<file path="config.mk">
export PLATFORM = sky130hd
export DESIGN_NAME = zoom_sequencer
export DESIGN_NICKNAME = d
export VERILOG_FILES = /design/src/rtl/zoom_pkg.sv /design/src/rtl/button_conditioner.sv /design/src/rtl/zoom_sequencer.sv
export SDC_FILE = /design/constraint.sdc
export NUM_CORES = 1
export LEC_CHECK = 0
export ABC_CLOCK_PERIOD_IN_PS = 3050
export BUFFER_PORTS_ARGS = -buffer_cell sky130_fd_sc_hd__buf_2
export CORE_MARGIN = 2
export CORE_UTILIZATION = 59
export CTS_CLUSTER_SIZE = 24
export DETAILED_ROUTE_END_ITERATION = 6
export PLACE_DENSITY_LB_ADDON = 0.1
export SETUP_SLACK_MARGIN = 0.02
export SYNTH_ARGS = -nofsm -noshare
export SYNTH_HDL_FRONTEND = slang
export SYNTH_SLANG_ARGS = --single-unit
</file>
<file path="constraint.sdc">
create_clock -name CLK -period 3.05 [get_ports CLK]
set_clock_uncertainty 0.15 [all_clocks]
set_input_delay 0.61 -clock CLK [delete_from_list [all_inputs] [get_ports CLK]]
set_output_delay 0.61 -clock CLK [all_outputs]
set_load 0.02 [all_outputs]
</file>
<file path="src/rtl/zoom_pkg.sv">
// Shared encodings for the zoom sequencer: image state, algorithm codes and FSM states.
package zoom_pkg;

    typedef enum logic [1:0] {
        ST_DEFAULT  = 2'd0,
        ST_ENLARGED = 2'd1,
        ST_REDUCED  = 2'd2
    } image_state_e;

    localparam int ALG_NN = 0;
    localparam int ALG_PR = 1;
    localparam int ALG_DC = 2;
    localparam int ALG_BA = 3;

    typedef enum logic [1:0] {
        FSM_IDLE  = 2'd0,
        FSM_START = 2'd1,
        FSM_WAIT  = 2'd2
    } seq_state_e;

endpackage

</file>
<file path="src/rtl/button_conditioner.sv">
// Synchronises and debounces one raw active-low button; pulses PRESS on a debounced press.
module button_conditioner #(
    parameter int DEBOUNCE_CYCLES = 50000
) (
    input  logic CLK,
    input  logic RESET_N,
    input  logic BTN_N,
    output logic PRESS
);

    localparam int CNT_W = (DEBOUNCE_CYCLES < 2) ? 1 : $clog2(DEBOUNCE_CYCLES + 1);
    localparam logic [CNT_W-1:0] CNT_LAST = CNT_W'(DEBOUNCE_CYCLES - 1);

    logic             sync1_q, sync2_q;
    logic             deb_q, deb_d;
    logic             press_q, press_d;
    logic [CNT_W-1:0] cnt_q, cnt_d;

    always_comb begin
        deb_d = deb_q;
        cnt_d = '0;
        if (sync2_q != deb_q) begin
            if (cnt_q == CNT_LAST) begin
                deb_d = sync2_q;
            end else begin
                cnt_d = cnt_q + 1'b1;
            end
        end
        press_d = deb_q & ~deb_d;
    end

    always_ff @(posedge CLK or negedge RESET_N) begin
        if (!RESET_N) begin
            sync1_q <= 1'b1;
            sync2_q <= 1'b1;
            deb_q   <= 1'b1;
            cnt_q   <= '0;
            press_q <= 1'b0;
        end else begin
            sync1_q <= BTN_N;
            sync2_q <= sync1_q;
            deb_q   <= deb_d;
            cnt_q   <= cnt_d;
            press_q <= press_d;
        end
    end

    assign PRESS = press_q;

endmodule

</file>
<file path="src/rtl/zoom_sequencer.sv">
// Button-driven algorithm selector and zoom-level tracker with a START/DONE coprocessor handshake.
module zoom_sequencer
    import zoom_pkg::*;
#(
    parameter int NUM_ALGS        = 4,
    parameter int NUM_ENLARGE     = 2,
    parameter int MAX_ENL         = 2,
    parameter int MAX_RED         = 2,
    parameter int LVL_W           = 4,
    parameter int DEBOUNCE_CYCLES = 50000,
    localparam int ALG_W          = $clog2(NUM_ALGS)
) (
    input  logic             CLK,
    input  logic             RESET_N,
    input  logic             BTN_ALG,
    input  logic             BTN_APPLY,
    input  logic             DONE,
    output logic [ALG_W-1:0] ALGORITHM,
    output logic [ALG_W-1:0] OP_ALG,
    output logic             START,
    output logic             BUSY,
    output logic             REJECT,
    output logic [LVL_W-1:0] ZOOM_LEVEL,
    output logic [1:0]       IMAGE_STATE
);

    localparam logic [ALG_W-1:0] ALG_LAST = ALG_W'(NUM_ALGS - 1);

    logic alg_press, apply_press;

    button_conditioner #(.DEBOUNCE_CYCLES(DEBOUNCE_CYCLES)) u_btn_alg (
        .CLK     (CLK),
        .RESET_N (RESET_N),
        .BTN_N   (BTN_ALG),
        .PRESS   (alg_press)
    );

    button_conditioner #(.DEBOUNCE_CYCLES(DEBOUNCE_CYCLES)) u_btn_apply (
        .CLK     (CLK),
        .RESET_N (RESET_N),
        .BTN_N   (BTN_APPLY),
        .PRESS   (apply_press)
    );

    seq_state_e              state_q, state_d;
    logic        [ALG_W-1:0] alg_q, alg_d;
    logic        [ALG_W-1:0] op_alg_q, op_alg_d;
    logic                    start_q, start_d;
    logic                    busy_q, busy_d;
    logic                    reject_q, reject_d;
    logic signed [LVL_W-1:0] level_q, level_d;
    logic signed [LVL_W-1:0] target_q, target_d;
    image_state_e            img_q, img_d;
    int                      tgt;

    always_comb begin
        state_d  = state_q;
        alg_d    = alg_q;
        op_alg_d = op_alg_q;
        start_d  = 1'b0;
        busy_d   = busy_q;
        reject_d = 1'b0;
        level_d  = level_q;
        target_d = target_q;

        if (alg_press) begin
            alg_d = (alg_q == ALG_LAST) ? '0 : alg_q + 1'b1;
        end

        // Range check in full int width so the step cannot wrap inside LVL_W bits.
        tgt = (int'(alg_q) < NUM_ENLARGE) ? int'(level_q) + 1 : int'(level_q) - 1;

        case (state_q)
            FSM_IDLE: begin
                if (apply_press) begin
                    if (tgt > MAX_ENL || tgt < -MAX_RED) begin
                        reject_d = 1'b1;
                    end else begin
                        op_alg_d = alg_q;
                        start_d  = 1'b1;
                        busy_d   = 1'b1;
                        target_d = LVL_W'(tgt);
                        state_d  = FSM_START;
                    end
                end
            end
            FSM_START: state_d = FSM_WAIT;
            FSM_WAIT: begin
                if (DONE) begin
                    level_d = target_q;
                    busy_d  = 1'b0;
                    state_d = FSM_IDLE;
                end
            end
            default: state_d = FSM_IDLE;
        endcase

        if (level_d == '0) begin
            img_d = ST_DEFAULT;
        end else if (level_d[LVL_W-1]) begin
            img_d = ST_REDUCED;
        end else begin
            img_d = ST_ENLARGED;
        end
    end

    always_ff @(posedge CLK or negedge RESET_N) begin
        if (!RESET_N) begin
            state_q  <= FSM_IDLE;
            alg_q    <= '0;
            op_alg_q <= '0;
            start_q  <= 1'b0;
            busy_q   <= 1'b0;
            reject_q <= 1'b0;
            level_q  <= '0;
            target_q <= '0;
            img_q    <= ST_DEFAULT;
        end else begin
            state_q  <= state_d;
            alg_q    <= alg_d;
            op_alg_q <= op_alg_d;
            start_q  <= start_d;
            busy_q   <= busy_d;
            reject_q <= reject_d;
            level_q  <= level_d;
            target_q <= target_d;
            img_q    <= img_d;
        end
    end

    assign ALGORITHM   = alg_q;
    assign OP_ALG      = op_alg_q;
    assign START       = start_q;
    assign BUSY        = busy_q;
    assign REJECT      = reject_q;
    assign ZOOM_LEVEL  = level_q;
    assign IMAGE_STATE = img_q;

endmodule

</file>
# After elaboration in Yosys (flattened, before gate mapping)
# Index checks and enable logic that the tools add are counted.
# totals
reg_bits	59
input_bits	5
output_inout_bits	13
wordCells	77
# op_classes
n_addsub	5
n_lt_le_gt_ge	3
n_eq_ne	10
n_mux	28
bitwise	5
reduce_logical	7
# op_table
op	count
$mux 16	4
$add 16x1->16 const B	2
$eq 16x16->1 const B	2
$gt 32x3->1 const B	1
$lt 32x2->1 const B	1
$mux 32	1
$mux 1	13
$mux 2	6
$mux 4	2
$pmux 2 s3	1
$reduce_and 3->1	2
$add 4x2->5 const B	1
$sub 4x2->5 const B	1
$eq 2x2->1 const B	2
$logic_not 4->1	1
$ne 2x2->1 const B	2
$reduce_and 4->1	1
$not 1->1	3
$add 2x1->2 const B	1
$and 1x1->1	2
$eq 2x1->1 const B	1
$logic_not 2->1	1
$lt 2x2->1 const B	1
$ne 1x1->1	2
other kinds (4)	4

# Logic depth before layout (Yosys ltp)
# Gate-level depths: netlist of the first run.
# depth
ltp_word	7
depth_mapped	7
depth_no_buf	7

# Cells and area by module
# A second synthesis of the first run with hierarchy kept.
# hier_totals
hier_cells	247
area_unflattened_um2	2937.8
# modules_own_cells
module	n_inst	cells_each	area_each_um2	seq_area_each_um2
button_conditioner	2	85	1012.2	504.2
zoom_sequencer	1	77	913.4	475.5

# Least setup slack after synthesis of the first run
# OpenSTA, ideal clock, no wires.
# synth_timing
path_type	register to register
from	reg alg_q[1] (netlist: ALGORITHM[1])
to	reg op_alg_q[0] (netlist: OP_ALG[0])
setup_ns	0.125
arrival_time_ns	2.513
t_required_ns	2.775
slack_ns	0.262
stages_incl_launch_ff	8
n_path_buf	0
synth_period_minus_slack_ns	2.788
cell_sequence	dfrtp_1 inv_1 fa_1 nor2b_1 o22ai_1 or4_4 mux2i_4 mux2_2
# synth_between
elab_chain_cells	6
elab_cells_between_ends	7
cone_classes	3 x order compare; 1 x mux; 1 x bitwise; 2 x reduce/logical
# synth_lines
element	line	rtl
from (decl)	zoom_sequencer.sv:46	logic [ALG_W-1:0] alg_q, alg_d;
from (signal assigned)	zoom_sequencer.sv:120	alg_q <= alg_d;
$lt 2x2->1 (*)	zoom_sequencer.sv:71	tgt = (int'(alg_q) < NUM_ENLARGE) ? int'(level_q) + 1 : int'(level_q) - 1;
$mux 32 (*)	zoom_sequencer.sv:71	
$gt 32x3->1 or $lt 32x2->1 (tied branches)	zoom_sequencer.sv:76	if (tgt > MAX_ENL || tgt < -MAX_RED) begin
$logic_or 1x1->1 (*)	zoom_sequencer.sv:76	
$not 1->1 (no source line) (*)	n/a	
$reduce_and 3->1 (no source line) (*)	n/a	
to (signal assigned)	zoom_sequencer.sv:121	op_alg_q <= op_alg_d;
to (decl)	zoom_sequencer.sv:47	logic [ALG_W-1:0] op_alg_q, op_alg_d;
# Mark *: on every way between the ends. The rest lies on a longest branch, timed or not.
# A chain may end at the register's enable or synchronous reset.

# Final worst setup path of the first run
# layout_timing
from	reg alg_q[1] (netlist: ALGORITHM[1])
to	reg target_q[2]
# layout_between
elab_chain_cells	6
elab_cells_between_ends	7
cone_classes	3 x order compare; 1 x mux; 1 x bitwise; 2 x reduce/logical
# layout_lines
element	line	rtl
$lt 2x2->1 (*)	zoom_sequencer.sv:71	
$mux 32 (*)	zoom_sequencer.sv:71	
$gt 32x3->1 or $lt 32x2->1 (tied branches)	zoom_sequencer.sv:76	
$logic_or 1x1->1	zoom_sequencer.sv:76	
$not 1->1 (no source line)	n/a	
$reduce_and 3->1 (no source line)	n/a	
to (signal assigned)	zoom_sequencer.sv:126	target_q <= target_d;
to (decl)	zoom_sequencer.sv:52	logic signed [LVL_W-1:0] target_q, target_d;
# Marked as above.

==> impl_metrics.csv, run 1 <==
group,metric,value,unit
run_status,status,"finished, final reports clean",
sta,setup_violations,0,
layout,post_route_cells_drive_above_1_share,0.207,
clock_tree,cts_tree,"built",
grt,track_usage,0.191,
sta,rsz0062_at_grt,"no",
grt,antenna_found_initial,0,
synthesis,synthXorXnorAreaFrac,0.108,
detailed_routing,final_antenna_net_count,0,
clock_tree,htree_levels,3,
sta,slew_violations,0,
layout,n_antenna_cell,0,
sta,tightestPinTransition,0.564,ns
synthesis,async_reset_ff_frac,1.00,
layout,regArea,1480,um^2
grt,grt_pass1_wl,7510,um
detailed_routing,num_vias,1702,
sta,fin_crit,2.82,ns
clock_tree,numCtsBuffers,9,
placed_design,place.port_buffers,17,
placed_design,placed_cells,302,
floorplan,dieArea,5090,um^2
power,peakVddDrop,0.000317,V
floorplan,die_h,71.3,um
synthesis,syn_area_per_cell,11.4,um^2
synthesis,synth-edff-count,0,
power,total_power,0.00140,W
synthesis,netlist_area,2670,um^2
synthesis,synth_top_area_cell,"dfrtp_1",
setup_path,startpoint_type,"flip-flop",
power,power.leakage,1.46,nW
synthesis,synth_fp_nets,247,
synthesis,synth.area.top_cells,"dfrtp_1 (50%), xor2_1 (7.2%), dfstp_2 (5.9%)",
placed_design,place.gp.congestion,0.830,
setup_path,crit_arrival,2.88,ns
setup_path,crit_path_end_kind,"flip-flop",
floorplan,initial_core_util,0.614,
synthesis,synth-compound-area-share,0.0136,
detailed_routing,wl_per_cell,13.4,um
power,powerDensity,471,nW/um^2
clock_tree,hold_buffers,0,
setup_path,r2r_slack,0.23,ns
floorplan,core-area,4350,um^2
synthesis,synth_top_family_by_area,"simple AND/OR/NAND/NOR gates",
clock_tree,cts_resized,0,
sta,fin_crit_sh,0.926,
synthesis,synth-simple-area-share,0.196,
hold_path,hold_path.class,"in -> async",
synthesis,yosysWarningCount,0,
sta,hold_viol,0,
floorplan,die_width,71.3,um
layout,final_util,0.685,
layout,num-fill-cells,322,
placed_design,placed_cell_area,2830,um^2
layout,syn_to_final_growth,11.5,%
detailed_routing,drc,0,
clock_tree,clock-sinks,59,
floorplan,pin_count,18,
layout,nNetsFinal,274,
sta,fmax,354,MHz
detailed_routing,via_per_inst,5.35,
job,cap_violations,0,
synthesis,synth_flop_cell,"dfrtp_1",
clock_tree,cts_root_buf,"clkbuf_8",
synthesis,ys_seq_area_frac,0.555,
layout,fin_cells,318,
grt,grt_overflow_total,0,
detailed_routing,routed_wl,4250,um
clock_tree,cts_setup_buffers,0,
setup_path,path_max_fanout,8,
clock_tree,clk_path_buf_depth,2,
synthesis,muxShareOfSynthArea,0.0749,
synthesis,synth_top_area_frac,0.496,
setup_path,required,3.11,ns
synthesis,syn_inst,234,
clock_tree,clock_latency,0.32,ns
layout,multiInputGateArea,1160,um^2
synthesis,synth_cell_type_count,31,
sta,slew-limit-headroom,0.621,
clock_tree,clk_pin_slew,0.06,ns
floorplan,rows,24,
placed_design,place.detailed.hpwl,2930,um
grt,grt_pass1_vias,1675,
sta,setup_tns,0,ns
layout,design_area,2980,um^2
synthesis,synth_seq_cells,59,
grt,grt_max_degree,35,
synthesis,synth_fa_ha_area_frac,0.0402,
detailed_routing,drt-initial-drc-count,56,
setup_path,crit_type,"reg -> reg",
detailed_routing,first_pass_iters,4,
[cells in the final DEF, fill, tap and decap left out, types with 6 or more instances in the layout]
cell type / count
clkbuf_8: 9
nor3_1: 7
nand3_1: 9
nand2_1: 15
ha_1: 7
dfstp_2: 6
nor2_1: 37
xor2_1: 22
buf_2: 17
nand4_1: 7
xnor2_1: 11
inv_1: 6
mux2_2: 14
and3_1: 12
dfrtp_1: 53
[metal layers]
layer	routed length (um)	track usage	share of wire
met1	2130	0.265	0.50
met5	0	0	0
met3	141	0.0478	0.033
met4	76	0.0881	0.018
met2	1900	0.285	0.45
[state kept, by name, summed over array words and instances (netlist names)]
register             flops
target_q                 4
BUSY                     1
u_btn_alg.cnt_q         16
u_btn_alg.sync1_q        1
u_btn_apply.deb_q        1
u_btn_alg.sync2_q        1
u_btn_apply.cnt_q       16
u_btn_apply.PRESS        1
u_btn_alg.deb_q          1
REJECT                   1
START                    1
u_btn_alg.PRESS          1
ZOOM_LEVEL               4
u_btn_apply.sync1_q      1
u_btn_apply.sync2_q      1
ALGORITHM                2
state_q                  2
IMAGE_STATE              2
OP_ALG                   2
[cells in the mapped netlist, drive strengths merged (4+ instances only)]
cell   count
and3      12
and4       4
dfrtp     53
dfstp      6
ha         7
inv        6
mux2      14
nand2     15
nand3      9
nand4      7
nor2      37
nor3       7
xnor2     11
xor2      22
[where the power goes]
part / internal [W] / total [W] / leakage, nW / switching (W)
clock: 0.000291 / 0.000565 / 0.0812 / 0.000274
combinational: 0.0000103 / 0.0000359 / 0.579 / 0.0000256
sequential: 0.000794 / 0.000802 / 0.798 / 0.00000729
[stage by stage]
stage	setup slack (ns)	hold slack [ns]
2_1_floorplan	0.262	0.164
5_1_grt	0.0444	0.143
3_3_place_gp	0.273	0.197
3_5_place_dp	0.242	0.197
4_1_cts	0.229	0.126
6_report	0.226	0.124
[cell type report]
class | instances | share of cell area
sequential | 59 | 0.498
tap | 52 | 0.0218
clock buffer | 13 | 0.0466
multi-input combinational | 166 | 0.388
clock inverter | 3 | 0.00504
timing repair buffer | 19 | 0.0336
inverter | 6 | 0.00755
[cells by family after synthesis]
group           after synthesis
simple gates                102
flops                        59
xor+xnor                     33
mux                          17
buf+inv                       9
fa+ha+maj                     8
compound gates                6
[critical path, cell delays in order (launching register included)]
cell and delay [ns]:
dfrtp_1 0.45, inv_1 0.11, fa_1 0.49, nor2b_1 0.13
o22ai_1 0.13, or4_4 0.55, mux2i_4 0.32, mux2_2 0.38
[final timing paths]
check / from / endpoint / depth (start not counted)
max in group asynchronous: RESET_N / u_btn_apply.deb_q / 2
worst min-delay path: RESET_N / u_btn_alg.cnt_q[8] / 2
worst max-delay path: ALGORITHM[1] / target_q[2] / 7
min in group CLK: u_btn_apply.sync1_q / u_btn_apply.sync2_q / 0
worst min register to register: u_btn_apply.sync1_q / u_btn_apply.sync2_q / 0
worst max register to register: ALGORITHM[1] / target_q[2] / 7
Power figures use the tool's default switching activity.
==> inputs of run 2 (changes only) <==
Settings changed: ABC_AREA from default to 1, CORE_UTILIZATION 59 to 60, REMOVE_ABC_BUFFERS from default to 1.
==> impl_metrics.csv, run 2 <==
group,metric,value,unit
run_status,status,"finished, final reports clean",
placed_design,place.detailed.hpwl,4310,um
clock_tree,numCtsBuffers,9,
synthesis,ys_seq_area_frac,0.499,
floorplan,dieArea,5540,um^2
placed_design,pre_cts_ws,0.921,ns
placed_design,place.port_buffers,17,
detailed_routing,num_vias,2398,
clock_tree,cts_resized,0,
sta,slew_violations,0,
grt,top_usage_layer,"met2",
grt,track_usage,0.238,
setup_path,startpoint_type,"flip-flop",
synthesis,ys_top_cells_by_count,"nand2_1 (72), dfrtp_1 (53), nor2_1 (53)",
clock_tree,hold_buffers,0,
sta,hold_viol,0,
clock_tree,clk_pin_slew,0.07,ns
synthesis,synth-edff-count,0,
setup_path,required,3.16,ns
placed_design,place.gp.congestion,0.891,
setup_path,crit_path_end_kind,"flip-flop",
detailed_routing,routed_wl,5800,um
setup_path,path_max_fanout,9,
detailed_routing,drc,0,
setup_path,startpoint,"ALGORITHM[1]",
clock_tree,cts_root_buf,"clkbuf_8",
layout,final_cell_mix,"nand2_1 (72), dfrtp_1 (53), nor2_1 (53)",
detailed_routing,final_antenna_net_count,0,
sta,fmax,467,MHz
grt,antenna_found_initial,0,
sta,rsz0062_at_grt,"no",
clock_tree,clock_latency,0.32,ns
synthesis,synth_top_area_frac,0.446,
detailed_routing,first_pass_iters,4,
layout,syn_to_final_growth,14.7,%
synthesis,synth_flop_cell,"dfrtp_1",
layout,final_common_cell,"nand2_1",
layout,top_regs,"u_btn_alg.cnt_q (16), u_btn_apply.cnt_q (16)",
placed_design,placed_cells,444,
synthesis,yosysMostFrequentCell,"nand2_1",
synthesis,synth_top_area_cell,"dfrtp_1",
sta,fin_crit_sh,0.702,
power,powerDensity,556,nW/um^2
sta,fin_crit,2.14,ns
detailed_routing,via_per_inst,5.21,
synthesis,syn_inst,357,
detailed_routing,wl_per_cell,12.6,um
floorplan,initial_core_util,0.626,
sta,tightestPinTransition,0.732,ns
sta,setup_violations,0,
floorplan,die_width,74.4,um
power,peakVddDrop,0.000433,V
sta,setup_ws,0.909,ns
floorplan,rows,25,
layout,n_antenna_cell,0,
layout,multiInputGateArea,1290,um^2
setup_path,crit_type,"reg -> reg",
layout,nNetsFinal,401,
sta,slew-limit-headroom,0.508,
setup_path,crit_arrival,2.26,ns
clock_tree,clk_path_buf_depth,2,
clock_tree,cts_tree,"built",
synthesis,synth_seq_cells,59,
layout,num-fill-cells,383,
synthesis,syn_area_per_cell,8.33,um^2
grt,grt_pass1_vias,2204,
clock_tree,htree_levels,3,
job,cap_violations,0,
layout,regArea,1480,um^2
sta,setup_tns,0,ns
clock_tree,cts_setup_buffers,0,
synthesis,async_reset_ff_frac,1.00,
grt,globalRouteMet1Util,0.319,
synthesis,synth.area.top_cells,"dfrtp_1 (45%), nand2_1 (9.1%), nor2_1 (6.7%)",
layout,post_route_cells_drive_above_1_share,0.165,
floorplan,die_h,74.4,um
grt,use_met3,0.0447,
detailed_routing,drt-initial-drc-count,142,
synthesis,netlist_area,2980,um^2
grt,grt_overflow_total,0,
grt,grt_max_degree,28,
grt,grt_pass1_wl,9970,um
setup_path,r2r_start,"ALGORITHM[1]",
grt,grt_use_met2,0.376,
synthesis,synth_cell_type_count,30,
layout,fin_cells,460,
clock_tree,clock-sinks,59,
hold_path,hold_path.class,"in -> async",
power,power.leakage,1.67,nW
floorplan,core-area,4750,um^2
floorplan,pin_count,18,
synthesis,yosysWarningCount,0,
[run 2: cell types whose count changed in the layout (fill, tap and decap cells not counted), sizes merged, moves of 14 or more]
cell	delta
nor3	+18
inv	+46
nor2	+17
nand3	+23
nand2	+61
mux2	-14
[run 2: cell type report]
class,instances,share of cell area
Clock buffer,13,0.0524
Clock inverter,3,0.0198
Inverter,53,0.0583
Multi-Input combinational cell,245,0.379
Sequential cell,59,0.435
Tap cell,67,0.0246
Timing Repair Buffer,20,0.0315
[run 2: where the power goes]
part	leakage [nW]	internal (W)	switching, W
clock	0.122	0.000549	0.000294
combinational	0.757	0.0000729	0.000147
sequential	0.787	0.000815	0.0000209
total	1.67	0.00144	0.000462
[run 2: metrics by stage]
stage	power, W	hold WS, ns	util	instance area [um^2]
3_5_place_dp	0.00107	0.199	0.666	3170
5_1_grt	0.00199	0.184	0.718	3410
4_1_cts	0.00192	0.151	0.718	3410
2_1_floorplan	0.000997	0.164	-	2980
3_3_place_gp	0.00107	0.196	0.666	3170
6_report	0.00190	0.140	0.718	3410
[run 2: final timing paths]
kind,slack (ns),endpoint,cells past startpoint
setup / recovery,0.91,target_q[2],10
hold / removal,0.14,IMAGE_STATE[1],1
setup reg to reg,0.91,target_q[2],10
hold reg to reg,0.21,u_btn_apply.sync2_q,0
max in group asynchronous,1.87,u_btn_alg.sync1_q,2
min in group CLK,0.21,u_btn_apply.sync2_q,0
[run 2: kinds of logic after synthesis]
family	synth area share
compound gates	0.0383
fa+ha+maj	0.0362
simple gates	0.316
buf+inv	0.0669
xor+xnor	0.0442
flops	0.499
[run 2: routing by layer]
layer / share of wire / up-vias
li1: - / 1199
met1: 0.45 / 1124
met2: 0.48 / 67
met3: 0.048 / 8
met4: 0.016 / 0
met5: 0 / -
[run 2: critical path: stages, from the launching register on]
cell	delay, ns
dfrtp_1	0.47
inv_1	0.12
fa_1	0.49
or2_2	0.29
nand2_1	0.07
nor2_1	0.04
nand2_1	0.06
nand2_2	0.13
nand2_4	0.14
nand2_1	0.07
nand2_1	0.06
==> inputs of run 3 (changes only) <==
Settings changed: ABC_CLOCK_PERIOD_IN_PS 3050 to 2200.
Clock period 3.05 ns to 2.2 ns, I/O delays scaled along.
==> impl_metrics.csv, run 3 (same netlist as run 2, synthesis figures left out) <==
group,metric,value,unit
sta,fin_crit,2.09,ns
detailed_routing,wl_per_cell,13.1,um
setup_path,required,2.32,ns
floorplan,die_h,74.4,um
detailed_routing,num_vias,2413,
clock_tree,cts_setup_buffers,0,
grt,grt_pass1_wl,10000,um
setup_path,startpoint_type,"flip-flop",
placed_design,place.detailed.hpwl,4220,um
layout,final_common_cell,"nand2_1",
setup_path,timing.rr.end,"target_q[1]",
detailed_routing,routed_wl,6040,um
clock_tree,cts_root_buf,"clkbuf_8",
sta,fmax,479,MHz
sta,tightestPinTransition,0.383,ns
power,power.leakage,1.68,nW
power,peakVddDrop,0.000794,V
clock_tree,numCtsBuffers,9,
grt,grt_max_degree,60,
layout,num-fill-cells,384,
floorplan,initial_core_util,0.626,
floorplan,rows,25,
run_status,status,"finished, final reports clean",
grt,grt_overflow_total,0,
hold_path,min_path_cells,1,
layout,nNetsFinal,402,
detailed_routing,via_per_inst,5.23,
detailed_routing,final_antenna_net_count,0,
layout,n_antenna_cell,0,
grt,track_usage,0.241,
setup_path,startpoint,"ZOOM_LEVEL[0]",
sta,slew_violations,0,
clock_tree,clk_path_buf_depth,2,
clock_tree,htree_levels,3,
power,total_power,0.00281,W
setup_path,crit_type,"reg -> reg",
floorplan,dieArea,5540,um^2
layout,syn_to_final_growth,16.7,%
layout,post_route_cells_drive_above_1_share,0.170,
placed_design,place.gp.congestion,0.890,
setup_path,path_max_fanout,9,
clock_tree,clk_pin_slew,0.07,ns
hold_path,min_to,"u_btn_apply.sync1_q",
floorplan,pin_count,18,
clock_tree,clock_latency,0.33,ns
setup_path,reg2reg_depth,10,
sta,rsz0062_at_grt,"no",
detailed_routing,first_pass_iters,4,
sta,hold_viol,0,
setup_path,crit_arrival,2.21,ns
floorplan,core-area,4750,um^2
detailed_routing,drt-initial-drc-count,217,
grt,grt_pass1_vias,2308,
floorplan,die_width,74.4,um
setup_path,r2r_start,"ZOOM_LEVEL[0]",
layout,final_cell_mix,"nand2_1 (72), nor2_1 (53), dfrtp_1 (52)",
power,powerDensity,809,nW/um^2
sta,fin_crit_sh,0.949,
grt,antenna_found_initial,0,
detailed_routing,drc,0,
placed_design,place.port_buffers,17,
hold_path,hold_path.class,"in -> reg",
setup_path,crit_path_end_kind,"flip-flop",
sta,setup_violations,0,
job,cap_violations,0,
clock_tree,clock-sinks,59,
hold_path,worst_hold_startpoint,"BTN_APPLY",
layout,top_regs,"u_btn_alg.cnt_q (16), u_btn_apply.cnt_q (16)",
setup_path,r2r_slack,0.11,ns
sta,setup_tns,0,ns
clock_tree,cts_tree,"built",
sta,slew-limit-headroom,0.744,
[run 3: cell types whose count changed in the layout (fill, tap and decap cells not counted), sizes merged]
cell	delta
clkbuf	-3
bufinv	+2
clkinv	+1
dlygate4sd3	+1
[run 3: repair_timing]
action / in CTS / in global routing
setup endpoints to repair: 0 / 9
hold buffers: 1 / 0
resized for setup: 0 / 3
hold endpoints to repair: 53 / 0
[run 3: worst max-delay path: stages (launching register included)]
cell	delay, ns
dfrtp_1	0.42
inv_1	0.16
fa_2	0.47
or2_2	0.28
nand2_1	0.07
nor2_1	0.04
nand2_1	0.09
nand2_4	0.10
nand2_4	0.12
nand2_1	0.07
nand2_1	0.07
[run 3: worst max-delay path by stage]
stage	endpoint	slack [ns]	depth (start not counted)
global route	target_q[1]	0.02	10
finish	target_q[1]	0.11	10
detailed placement	target_q[1]	0.05	12
floorplan	BUSY	0.12	9
global placement	BUSY	0.17	9
CTS	target_q[1]	0.03	12
[run 3: final cells by class]
class	instances	area [um^2]	area share
multi-input combinational	245	1300	0.374
sequential	59	1490	0.428
tap	67	83.8	0.0241
clock buffer	10	138	0.0396
clock inverter	6	136	0.0393
timing repair buffer	21	130	0.0375
inverter	53	199	0.0573
[run 3: layer usage]
metal / track usage / vias up / routed length (um)
met4: 0.103 / 0 / 108
met5: 0 / - / 0
met1: 0.302 / 1148 / 2760
li1: - / 1201 / -
met3: 0.0461 / 10 / 209
met2: 0.409 / 54 / 2960
[run 3: power breakdown]
group / switching (W) / internal, W
combinational: 0.000208 / 0.000109
sequential: 0.0000291 / 0.00113
clock: 0.000433 / 0.000900
total: 0.000671 / 0.00214
[run 3: per-stage QoR]
step           setup WS [ns]  hold WS (ns)  utilization  area, um^2  cells
2_1_floorplan          0.118      -0.00559            -        2980    357
3_3_place_gp           0.175         0.196        0.669        3180    444
3_5_place_dp          0.0522         0.203        0.669        3180    444
4_1_cts               0.0271        0.0489        0.728        3460    461
5_1_grt               0.0153        0.0484        0.730        3470    461
6_report               0.111        0.0562        0.730        3470    461
